## src/rtl/reg_wb_pkg.sv

```systemverilog
// Shared types and sizes for the register-file write buffer.
// The entry layout is fixed to the 8x8 register file geometry.
package reg_wb_pkg;

  localparam int REG_AW   = 3;
  localparam int REG_DW   = 8;
  localparam int WB_DEPTH = 4;

  typedef struct packed {
    logic              valid;
    logic [REG_AW-1:0] addr;
    logic [REG_DW-1:0] data;
  } wb_entry_t;

  localparam wb_entry_t WB_ENTRY_NULL = '{
    valid: 1'b0,
    addr:  {REG_AW{1'b0}},
    data:  {REG_DW{1'b0}}
  };

endpackage

```

## src/rtl/wb_fwd_match.sv

```systemverilog
// Youngest-first lookup of one read address among the pending buffer entries.
// Returns the data of the most recently queued matching entry, or zero on a miss.
module wb_fwd_match
  import reg_wb_pkg::*;
#(
  parameter int DEPTH = WB_DEPTH,
  parameter int PW    = $clog2(DEPTH),
  parameter int CW    = $clog2(DEPTH + 1)
) (
  input  wb_entry_t [DEPTH-1:0] entries,
  input  logic [PW-1:0]         rd_ptr,
  input  logic [CW-1:0]         count,
  input  logic [REG_AW-1:0]     rd_addr,
  output logic                  hit,
  output logic [REG_DW-1:0]     data
);

  logic [PW-1:0] idx_s;

  // Walk from the youngest occupied slot back to the head; first match wins.
  always_comb begin
    hit   = 1'b0;
    data  = {REG_DW{1'b0}};
    idx_s = {PW{1'b0}};
    for (int i = DEPTH - 1; i >= 0; i--) begin
      idx_s = rd_ptr + PW'(i);
      if (!hit && (CW'(i) < count) && entries[idx_s].valid &&
          (entries[idx_s].addr == rd_addr)) begin
        hit  = 1'b1;
        data = entries[idx_s].data;
      end else begin
        hit  = hit;
        data = data;
      end
    end
  end

endmodule

```

## src/rtl/reg_write_buffer.sv

```systemverilog
// In-order write buffer between multi-cycle producers and the register file's
// single write port, with read-address forwarding of pending entries.
module reg_write_buffer
  import reg_wb_pkg::*;
#(
  parameter int DEPTH = WB_DEPTH,
  parameter int AW    = REG_AW,
  parameter int DW    = REG_DW
) (
  input  logic          CLK,
  input  logic          RESETN,
  input  logic          WB_VALID,
  input  logic [AW-1:0] WB_ADDR,
  input  logic [DW-1:0] WB_DATA,
  output logic          WB_READY,
  input  logic          PORT_FREE,
  output logic          WRITE,
  output logic [AW-1:0] INADDRESS,
  output logic [DW-1:0] IN,
  input  logic [AW-1:0] RD1_ADDR,
  input  logic [AW-1:0] RD2_ADDR,
  output logic          FWD1_HIT,
  output logic [DW-1:0] FWD1_DATA,
  output logic          FWD2_HIT,
  output logic [DW-1:0] FWD2_DATA,
  output logic          BUSY
);

  localparam int PW = $clog2(DEPTH);
  localparam int CW = $clog2(DEPTH + 1);

  localparam logic [PW-1:0] PTR_ZERO = {PW{1'b0}};
  localparam logic [PW-1:0] PTR_ONE  = PW'(1);
  localparam logic [CW-1:0] CNT_ZERO = {CW{1'b0}};
  localparam logic [CW-1:0] CNT_ONE  = CW'(1);
  localparam logic [CW-1:0] CNT_FULL = CW'(DEPTH);

  wb_entry_t [DEPTH-1:0] entries_r;
  logic [PW-1:0]         rd_ptr_r;
  logic [PW-1:0]         wr_ptr_r;
  logic [CW-1:0]         count_r;

  wb_entry_t             head_s;
  logic                  enq_s;
  logic                  deq_s;

  // Handshake and occupancy flags; acceptance never depends on the port being free.
  always_comb begin
    WB_READY = (count_r != CNT_FULL);
    BUSY     = (count_r != CNT_ZERO);
    enq_s    = WB_VALID && WB_READY;
    deq_s    = WRITE;
  end

  // Present the head entry to the register file whenever the buffer holds data.
  always_comb begin
    head_s    = entries_r[rd_ptr_r];
    WRITE     = 1'b0;
    INADDRESS = {AW{1'b0}};
    IN        = {DW{1'b0}};
    if (count_r != CNT_ZERO) begin
      WRITE     = PORT_FREE;
      INADDRESS = head_s.addr;
      IN        = head_s.data;
    end else begin
      WRITE     = 1'b0;
      INADDRESS = {AW{1'b0}};
      IN        = {DW{1'b0}};
    end
  end

  // Entry storage and pointers; a dequeued slot is invalidated so it cannot forward.
  always_ff @(posedge CLK or negedge RESETN) begin
    if (!RESETN) begin
      for (int i = 0; i < DEPTH; i++) begin
        entries_r[i] <= WB_ENTRY_NULL;
      end
      rd_ptr_r <= PTR_ZERO;
      wr_ptr_r <= PTR_ZERO;
    end else begin
      if (enq_s) begin
        entries_r[wr_ptr_r] <= '{valid: 1'b1, addr: WB_ADDR, data: WB_DATA};
        wr_ptr_r            <= wr_ptr_r + PTR_ONE;
      end
      if (deq_s) begin
        entries_r[rd_ptr_r].valid <= 1'b0;
        rd_ptr_r                  <= rd_ptr_r + PTR_ONE;
      end
    end
  end

  // Occupancy count; simultaneous enqueue and dequeue leave it unchanged.
  always_ff @(posedge CLK or negedge RESETN) begin
    if (!RESETN) begin
      count_r <= CNT_ZERO;
    end else begin
      case ({enq_s, deq_s})
        2'b10:   count_r <= count_r + CNT_ONE;
        2'b01:   count_r <= count_r - CNT_ONE;
        default: count_r <= count_r;
      endcase
    end
  end

  wb_fwd_match #(
    .DEPTH (DEPTH)
  ) u_fwd1 (
    .entries (entries_r),
    .rd_ptr  (rd_ptr_r),
    .count   (count_r),
    .rd_addr (RD1_ADDR),
    .hit     (FWD1_HIT),
    .data    (FWD1_DATA)
  );

  wb_fwd_match #(
    .DEPTH (DEPTH)
  ) u_fwd2 (
    .entries (entries_r),
    .rd_ptr  (rd_ptr_r),
    .count   (count_r),
    .rd_addr (RD2_ADDR),
    .hit     (FWD2_HIT),
    .data    (FWD2_DATA)
  );

endmodule

```

## config.mk

```make
export PLATFORM = sky130hd
export DESIGN_NAME = reg_write_buffer
export DESIGN_NICKNAME = d
export VERILOG_FILES = /design/src/rtl/reg_wb_pkg.sv /design/src/rtl/wb_fwd_match.sv /design/src/rtl/reg_write_buffer.sv
export SDC_FILE = /design/constraint.sdc
export NUM_CORES = 1
export LEC_CHECK = 0
export CAP_MARGIN = 20
export CELL_PAD_IN_SITES_DETAIL_PLACEMENT = 1
export CELL_PAD_IN_SITES_GLOBAL_PLACEMENT = 2
export CORE_MARGIN = 2
export CORE_UTILIZATION = 40
export CTS_BUF_LIST = sky130_fd_sc_hd__clkbuf_2
export DETAILED_ROUTE_END_ITERATION = 16
export PLACE_DENSITY = 0.88
export SETUP_SLACK_MARGIN = 0.4
export SLEW_MARGIN = 10
export SYNTH_ARGS = -nofsm -noshare
export SYNTH_HDL_FRONTEND = slang
export SYNTH_SLANG_ARGS = --single-unit
```

## constraint.sdc

```tcl
create_clock -name CLK -period 5.1 [get_ports CLK]
set_input_delay 1.275 -clock CLK [delete_from_list [all_inputs] [get_ports CLK]]
set_output_delay 1.275 -clock CLK [all_outputs]
set_load 0.005 [all_outputs]
```

Word-level counts from Yosys, hierarchy flattened
Index checks and enable logic that the tools add are counted.
Storage, ports and cells
  flip-flop bits (word level): 55
  output and inout bits: 32
  input port bits: 21
  word-level logic and storage cells: 111
Cells by class
  $lt $le $gt $ge: 11
  equal/unequal tests: 11
  muxes and demuxes: 36
  add/subtract/negate cells: 6
  reductions and logical operators: 32
Operator list (number)
  binary-select mux 12 bit (select 2 bit): 4
  bitwise mux 48 bit: 2
  two-way mux 48 bit: 2
  two-way mux 12 bit: 6
  two-way mux 8 bit: 9
  demux 12 bit (select 2 bit): 2
  == test 3 bit: 8
  logical AND 1 bit: 24
  < comparator 2 x 3 -> 1 bit, second input constant: 5
  two-way mux 1 bit: 9
  zero test 1 bit: 6
  < comparator 1 x 3 -> 1 bit, first input constant: 2
  < comparator 2 x 3 -> 1 bit, first input constant: 2
  one-hot mux 3 bit (2 select lines): 1
  adder 2 x 1 -> 2 bit, second input constant: 2
  adder 2 bit, second input constant: 2
  greater-or-equal comparator 2 x 1 -> 1 bit, second input constant: 2
  adder 3 x 1 -> 3 bit, second input constant: 1
  two-way mux 3 bit: 1
  inequality test 3 bit, second input constant: 1
  nonzero test 3 bit: 1
  subtractor 3 x 1 -> 3 bit, second input constant: 1
  == test 2 x 1 -> 1 bit, second input constant: 1
  == test 2 bit, second input constant: 1
  nonzero test 2 bit: 1

Depth between registers and ports, before layout
  depth in word-level cells: 21
  mapped depth: 15

Cells and area by module
A second synthesis with hierarchy kept.
Unflattened totals
  cell total of the unflattened synthesis: 620
  area, all modules: 6384.9 µm²
By module, submodules not included
  wb_fwd_match: times used 2, area an instance 1821.7 µm², cells each 225
  reg_write_buffer: times used 1, area an instance 2741.4 µm², cells each 170

Worst setup path after synthesis
Ideal clock, no wire load.
  path kind: flip-flop to output port
  start point: register rd_ptr_r[0]
  end point: output port FWD2_DATA[1]
  path buffers: 5
  slack: 765 ps
  arrival: 3060 ps
  data required time: 3825 ps
  stages on the path, launching flop included: 14
  path through: dfrtp_1 buf_6 buf_12 buf_8 buf_2 inv_1 ha_1 buf_2 mux4_1 and2_1 and4_1 or2_4 nor3_2 o22a_1
On the way
  word-level cells in the longest chain between the ends: 21
  elaborated cells between the ends (all ways): 36
RTL lines
  start, declared: line reg_write_buffer.sv:39  | logic [PW-1:0] rd_ptr_r;
  start signal, assigned: line reg_write_buffer.sv:87  | rd_ptr_r <= rd_ptr_r + PTR_ONE;
  adder 2 bit: line wb_fwd_match.sv:26  | idx_s = rd_ptr + PW'(i);
  binary-select mux 12 bit (select 2 bit): line wb_fwd_match.sv:27, wb_fwd_match.sv:28, wb_fwd_match.sv:30
  two-way mux 12 bit (not written as such): line wb_fwd_match.sv:30  | data = entries[idx_s].data;
  == test 3 bit or logical AND 1 bit (tied branches): line wb_fwd_match.sv:28, wb_fwd_match.sv:27
  logical AND 1 bit: line wb_fwd_match.sv:27  | if (!hit && (CW'(i) < count) && entries[idx_s].valid &&
  two-way mux 1 bit: line wb_fwd_match.sv:27
  zero test 1 bit: line wb_fwd_match.sv:27
  logical AND 1 bit (3 in series): line wb_fwd_match.sv:27
  two-way mux 1 bit: line wb_fwd_match.sv:27
  zero test 1 bit: line wb_fwd_match.sv:27
  logical AND 1 bit (3 in series): line wb_fwd_match.sv:27
  two-way mux 1 bit: line wb_fwd_match.sv:27
  zero test 1 bit: line wb_fwd_match.sv:27
  logical AND 1 bit (3 in series): line wb_fwd_match.sv:27
  two-way mux 8 bit (*): line wb_fwd_match.sv:27
  end, declared: line reg_write_buffer.sv:25  | output logic [DW-1:0] FWD2_DATA,
Every way passes the cells marked *; elsewhere a longest branch is shown, timed or not. The select of a mux whose other input is x is not followed.

Final worst setup path
  start point: register rd_ptr_r[1]
  end point: output port FWD2_DATA[7]
The elaborated chain is that of the path after synthesis.

==> impl_table.tex <==
\begin{tabular}{lr}
\hline
Metric & Value \\
\hline
\multicolumn{2}{l}{\textbf{Critical path}} \\
\quad CP max stage cell & sky130\_fd\_sc\_hd\_\_clkdlybuf4s50\_1 \\
\quad Crit-path max cell delay & approximately 0.52 ns \\
\quad Worst R2R Path Depth & 6 \\
\quad Sequence of cells on the critical path & clkinv\_4 > ha\_4 > buf\_4 > mux4\_2 > xnor2\_1 > nand4\_4 > nor2\_4 > a22oi\_1 > a31oi\_1 > clkdlybuf4s50\_1 \\
\quad Flop-to-flop setup slack & around 2.7 ns \\
\quad Launching point of the worst reg2reg path & count\_r[0]\$\_DFFE\_PN0P\_ \\
\quad CP top delay family & buffers and inverters \\
\quad Arrival time worst endpoint & 3.38 ns \\
\quad Worst setup path endpoint & FWD2\_DATA[7] \\
\quad Crit start category & flop \\
\quad Count of cell instances traversed by the critical path & 10 \\
\quad Required time of the critical path & $\sim$3.8 ns \\
\quad CP Launch Point & rd\_ptr\_r[1]\$\_DFFE\_PN0P\_ \\
\quad Type of destination of the critical path & output port \\
\quad Worst Path Max Fanout & 6 \\
\quad Combined buffer and inverter count along the critical path & 3 \\
\quad Worst Path Class, Setup & flop to output port \\
\multicolumn{2}{l}{\textbf{Final layout}} \\
\quad Leading cell types in the layout, fill and taps excluded & sky130\_fd\_sc\_hd\_\_dfrtp\_1, sky130\_fd\_sc\_hd\_\_mux2\_2, sky130\_fd\_sc\_hd\_\_mux4\_2 \\
\quad Final-stage net count & 472 \\
\quad Final design utilization & 50.5\% \\
\quad Ratio of cells with drive above 1 in the final layout & between 40 and 50\% \\
\quad Number of diodes added for antenna fixing & 0 \\
\quad Area taken by multi-input logic gates & 2990 um2 \\
\quad Seq. cell area & 1380 um2 \\
\quad Leading cell type in the layout, fill and taps excluded & sky130\_fd\_sc\_hd\_\_dfrtp\_1 \\
\quad Number of inserted filler cells in the final layout & 1147 \\
\quad Number of standard cells in the layout, taps in and fillers out & 579 \\
\quad Design Area, Final & $\sim$5500 um2 \\
\quad Area growth from synthesis to layout & 22.5\% \\
\multicolumn{2}{l}{\textbf{Power}} \\
\quad Proportion of power drawn by flip-flops and latches & 19.9\% \\
\quad Leakage component of the power & 2.30 nW \\
\quad P\_int & $\sim$2.7 mW \\
\quad Power spent charging and discharging nets & approximately 2.1 mW \\
\quad Power density over the cells & 865 nW/um2 \\
\quad Sw Share & 43.6\% \\
\quad Max VDD drop & 0.000365 V \\
\quad Fraction of power consumed by combinational cells & between 70\% and 80\% \\
\quad Power share of the clock group & 3.8\% \\
\multicolumn{2}{l}{\textbf{Route}} \\
\quad Via count & 3551 \\
\quad Number of detailed-routing iterations run before antenna repair & 4 \\
\quad DR iter-0 viols & 249 \\
\quad Vias per Instance & slightly above 6 \\
\quad WL per Instance & 23.0 um \\
\quad Remaining antenna violation count after routing & 0 \\
\quad Number of DRC violations after detailed routing & 0 \\
\quad Post-Route WL & roughly 13000 um \\
\multicolumn{2}{l}{\textbf{GRT}} \\
\quad Wire length of the first global-routing pass & 20500 um \\
\quad Vias in the first global route & 3625 \\
\quad Initial antenna violation count & 0 \\
\quad Maximum number of pins on one net before global-route repair & 56 \\
\quad GRT Total Usage & 22.6\% \\
\quad Total global routing overflow & 0 \\
\multicolumn{2}{l}{\textbf{Die}} \\
\quad Height of the die & 110 um \\
\quad Horizontal extent of the die & 110 um \\
\quad Total Die Area & 12100 um2 \\
\quad Boundary Pins & 53 \\
\quad Core region area & around 11000 um2 \\
\quad Starting Density & 41.2\% \\
\quad Std cell rows & 38 \\
\multicolumn{2}{l}{\textbf{CTS}} \\
\quad \# clock sinks & 55 \\
\quad Max clock buf depth & 2 \\
\quad H-Tree Depth & 2 \\
\quad Clock-pin transition on the worst setup and hold timing paths & 0.28 ns \\
\quad CTS Buf Count & 5 \\
\quad Insertion delay to the later sink of the worst-skew pair & approximately 0.46 ns \\
\quad Root buffer cell & sky130\_fd\_sc\_hd\_\_clkbuf\_2 \\
\quad CTS tree & done \\
\quad Hold buffer count at CTS & 0 \\
\multicolumn{2}{l}{\textbf{Synthesis}} \\
\quad FFs w/ async S/R, synth & 100\% \\
\quad Dominant combinational cell family by area after synthesis & multiplexers \\
\quad Cell taking the most area after synthesis & sky130\_fd\_sc\_hd\_\_dfrtp\_1 \\
\quad Synthesized instance count & 371 \\
\quad Nets in the synthesized netlist & between 400 and 500 \\
\quad Synth Area in Simple Gates & 9.99\% \\
\quad XOR/XNOR Fraction of Synth Area & 5.77\% \\
\quad Number of register bits inferred by synthesis & 55 \\
\quad Mux contribution to synthesized area & 36.0\% \\
\quad Complex-gate fraction of the synthesized area & roughly 9.0\% \\
\quad Primary FF master, synth & sky130\_fd\_sc\_hd\_\_dfrtp\_1 \\
\quad Leading cell types by total area after synthesis & sky130\_fd\_sc\_hd\_\_dfrtp\_1, sky130\_fd\_sc\_hd\_\_mux4\_2, sky130\_fd\_sc\_hd\_\_mux2\_2 \\
\quad Average instance area after synthesis & $\sim$12 um2 \\
\quad Count of warnings emitted by yosys & 0 \\
\quad Unique cell type count in the Yosys netlist & 51 \\
\quad Number of enable flip-flop cells after synthesis & 0 \\
\quad Area share of the largest cell type after synthesis & 30.7\% \\
\quad Cell area after technology mapping & 4490 um2 \\
\quad Adder and majority cell fraction of the synthesized area & 3.63\% \\
\quad Register area share after synthesis & 30.7\% \\
\multicolumn{2}{l}{\textbf{Placed design}} \\
\quad Placed cell area & between 5000 and 6000 um2 \\
\quad Count of port buffers added during placement & 52 \\
\quad Placed cell count & 546 \\
\quad Half-perimeter wire length after placement & around 9000 um \\
\quad Routability congestion estimate & 0.879 \\
\multicolumn{2}{l}{\textbf{Status}} \\
\quad Status & finished, final reports clean \\
\multicolumn{2}{l}{\textbf{Hold path}} \\
\quad Path category of the worst min-delay check & flop to flop \\
\quad Hold path cells & 1 \\
\multicolumn{2}{l}{\textbf{STA}} \\
\quad Final setup violation count & 0 \\
\quad Period utilisation layout & 91.3\% \\
\quad Slew at the pin closest to its max-slew limit & 0.738 ns \\
\quad Min cycle time layout & 4.66 ns \\
\quad Slew HR & 50.8\% \\
\quad RSZ-0062 raised after global routing & true \\
\quad Final TNS setup & 0 ns \\
\quad Max-slew violation total from the final report & 0 \\
\quad Fmax achieved & 215 MHz \\
\quad Final hold violations & 0 \\
\quad Clock skew after layout & 0.0116 ns \\
\quad Post-route worst hold slack & about 0.61 ns \\
\multicolumn{2}{l}{\textbf{Job}} \\
\quad Number of maximum-capacitance constraint violations & 0 \\
\hline
\end{tabular}
[worst min-delay path by stage]
stage	slack (ns)	to	startpoint
3_5_place_dp	0.55	flop	flop
6_report	0.61	flop	flop
4_1_cts	0.61	flop	flop
3_3_place_gp	0.53	flop	flop
2_1_floorplan	0.51	flop	flop
5_1_grt	0.63	flop	flop
[through the flow]
stage / total power, mW / setup slack, ns
after floorplan: 3.09 / 0.765
after global placement: 4.05 / 0.120
after detailed placement: 4.16 / 0.0139
after CTS: 4.56 / 0.332
after global routing: 5.06 / 0.217
final: 4.75 / 0.442
[worst reg2reg max path, cell delays in order (launching register included)]
cell and delay, ns:
sky130_fd_sc_hd__dfrtp_1 0.54, sky130_fd_sc_hd__inv_1 0.10, sky130_fd_sc_hd__ha_1 0.23, sky130_fd_sc_hd__nand2_1 0.09, sky130_fd_sc_hd__and2_1 0.40, sky130_fd_sc_hd__nand2_1 0.55, sky130_fd_sc_hd__mux2_2 0.46
[layer usage]
metal | track usage (%) | vias to the layer above | routed length, um | share of wire (%)
met5 | 0 | - | 0 | 0
met4 | 8.59 | 0 | 378 | 2.8
met3 | 2.61 | 29 | 702 | 5.3
met2 | 35.8 | 133 | 6490 | 49
met1 | 31.8 | 1844 | 5720 | 43
li1 | - | 1545 | - | -
[cell usage after synthesis (4+ instances only)]
cell type,instances
sky130_fd_sc_hd__dfrtp_1,55
sky130_fd_sc_hd__mux2_2,47
sky130_fd_sc_hd__mux4_2,33
sky130_fd_sc_hd__xnor2_1,23
sky130_fd_sc_hd__nor2_1,22
sky130_fd_sc_hd__nand2_1,20
sky130_fd_sc_hd__a21oi_1,14
sky130_fd_sc_hd__ha_1,13
sky130_fd_sc_hd__inv_1,11
sky130_fd_sc_hd__a22oi_1,10
sky130_fd_sc_hd__clkbuf_1,10
sky130_fd_sc_hd__nor2b_1,9
sky130_fd_sc_hd__o22ai_1,9
sky130_fd_sc_hd__mux2i_1,8
sky130_fd_sc_hd__mux4_1,7
sky130_fd_sc_hd__buf_2,6
sky130_fd_sc_hd__a21oi_2,5
sky130_fd_sc_hd__a31oi_1,5
sky130_fd_sc_hd__buf_1,5
sky130_fd_sc_hd__buf_6,5
sky130_fd_sc_hd__a221oi_1,4
sky130_fd_sc_hd__and2_1,4
sky130_fd_sc_hd__o21ai_0,4
[power by group through the flow]
stage	logic (mW)	clock network [mW]	registers (mW)
2_1_floorplan	2.24	0	0.842
3_3_place_gp	3.15	0	0.896
3_5_place_dp	3.22	0	0.937
4_1_cts	3.43	0.194	0.935
5_1_grt	3.86	0.207	0.984
6_report	3.62	0.181	0.947
[kinds of logic (layout without fill, tap and decap cells)]
group | after synthesis | count (layout)
xor gates and xnor gates | 27 | 27
buffers and inverters | 40 | 107
AOI/OAI and AO/OA | 58 | 59
muxes | 99 | 99
and+or+nand+nor | 79 | 79
DFF | 55 | 55
adders and majority gates | 13 | 13
[cell type report]
cell class	instances	share of cell area (%)
clock buffers	6	0.546
inverters	12	0.911
flip-flops and latches	55	25.1
clock inverters	2	0.296
well taps	140	3.19
multi-input cells	277	54.4
repair buffers	87	15.6
[what timing repair did]
action,CTS,global route
gates resized for setup,41,27
setup buffers,13,9
pin swaps,14,10
endpoints found under the setup margin,18,16
gates cloned,2,1
(Power assumes the default switching activity.)
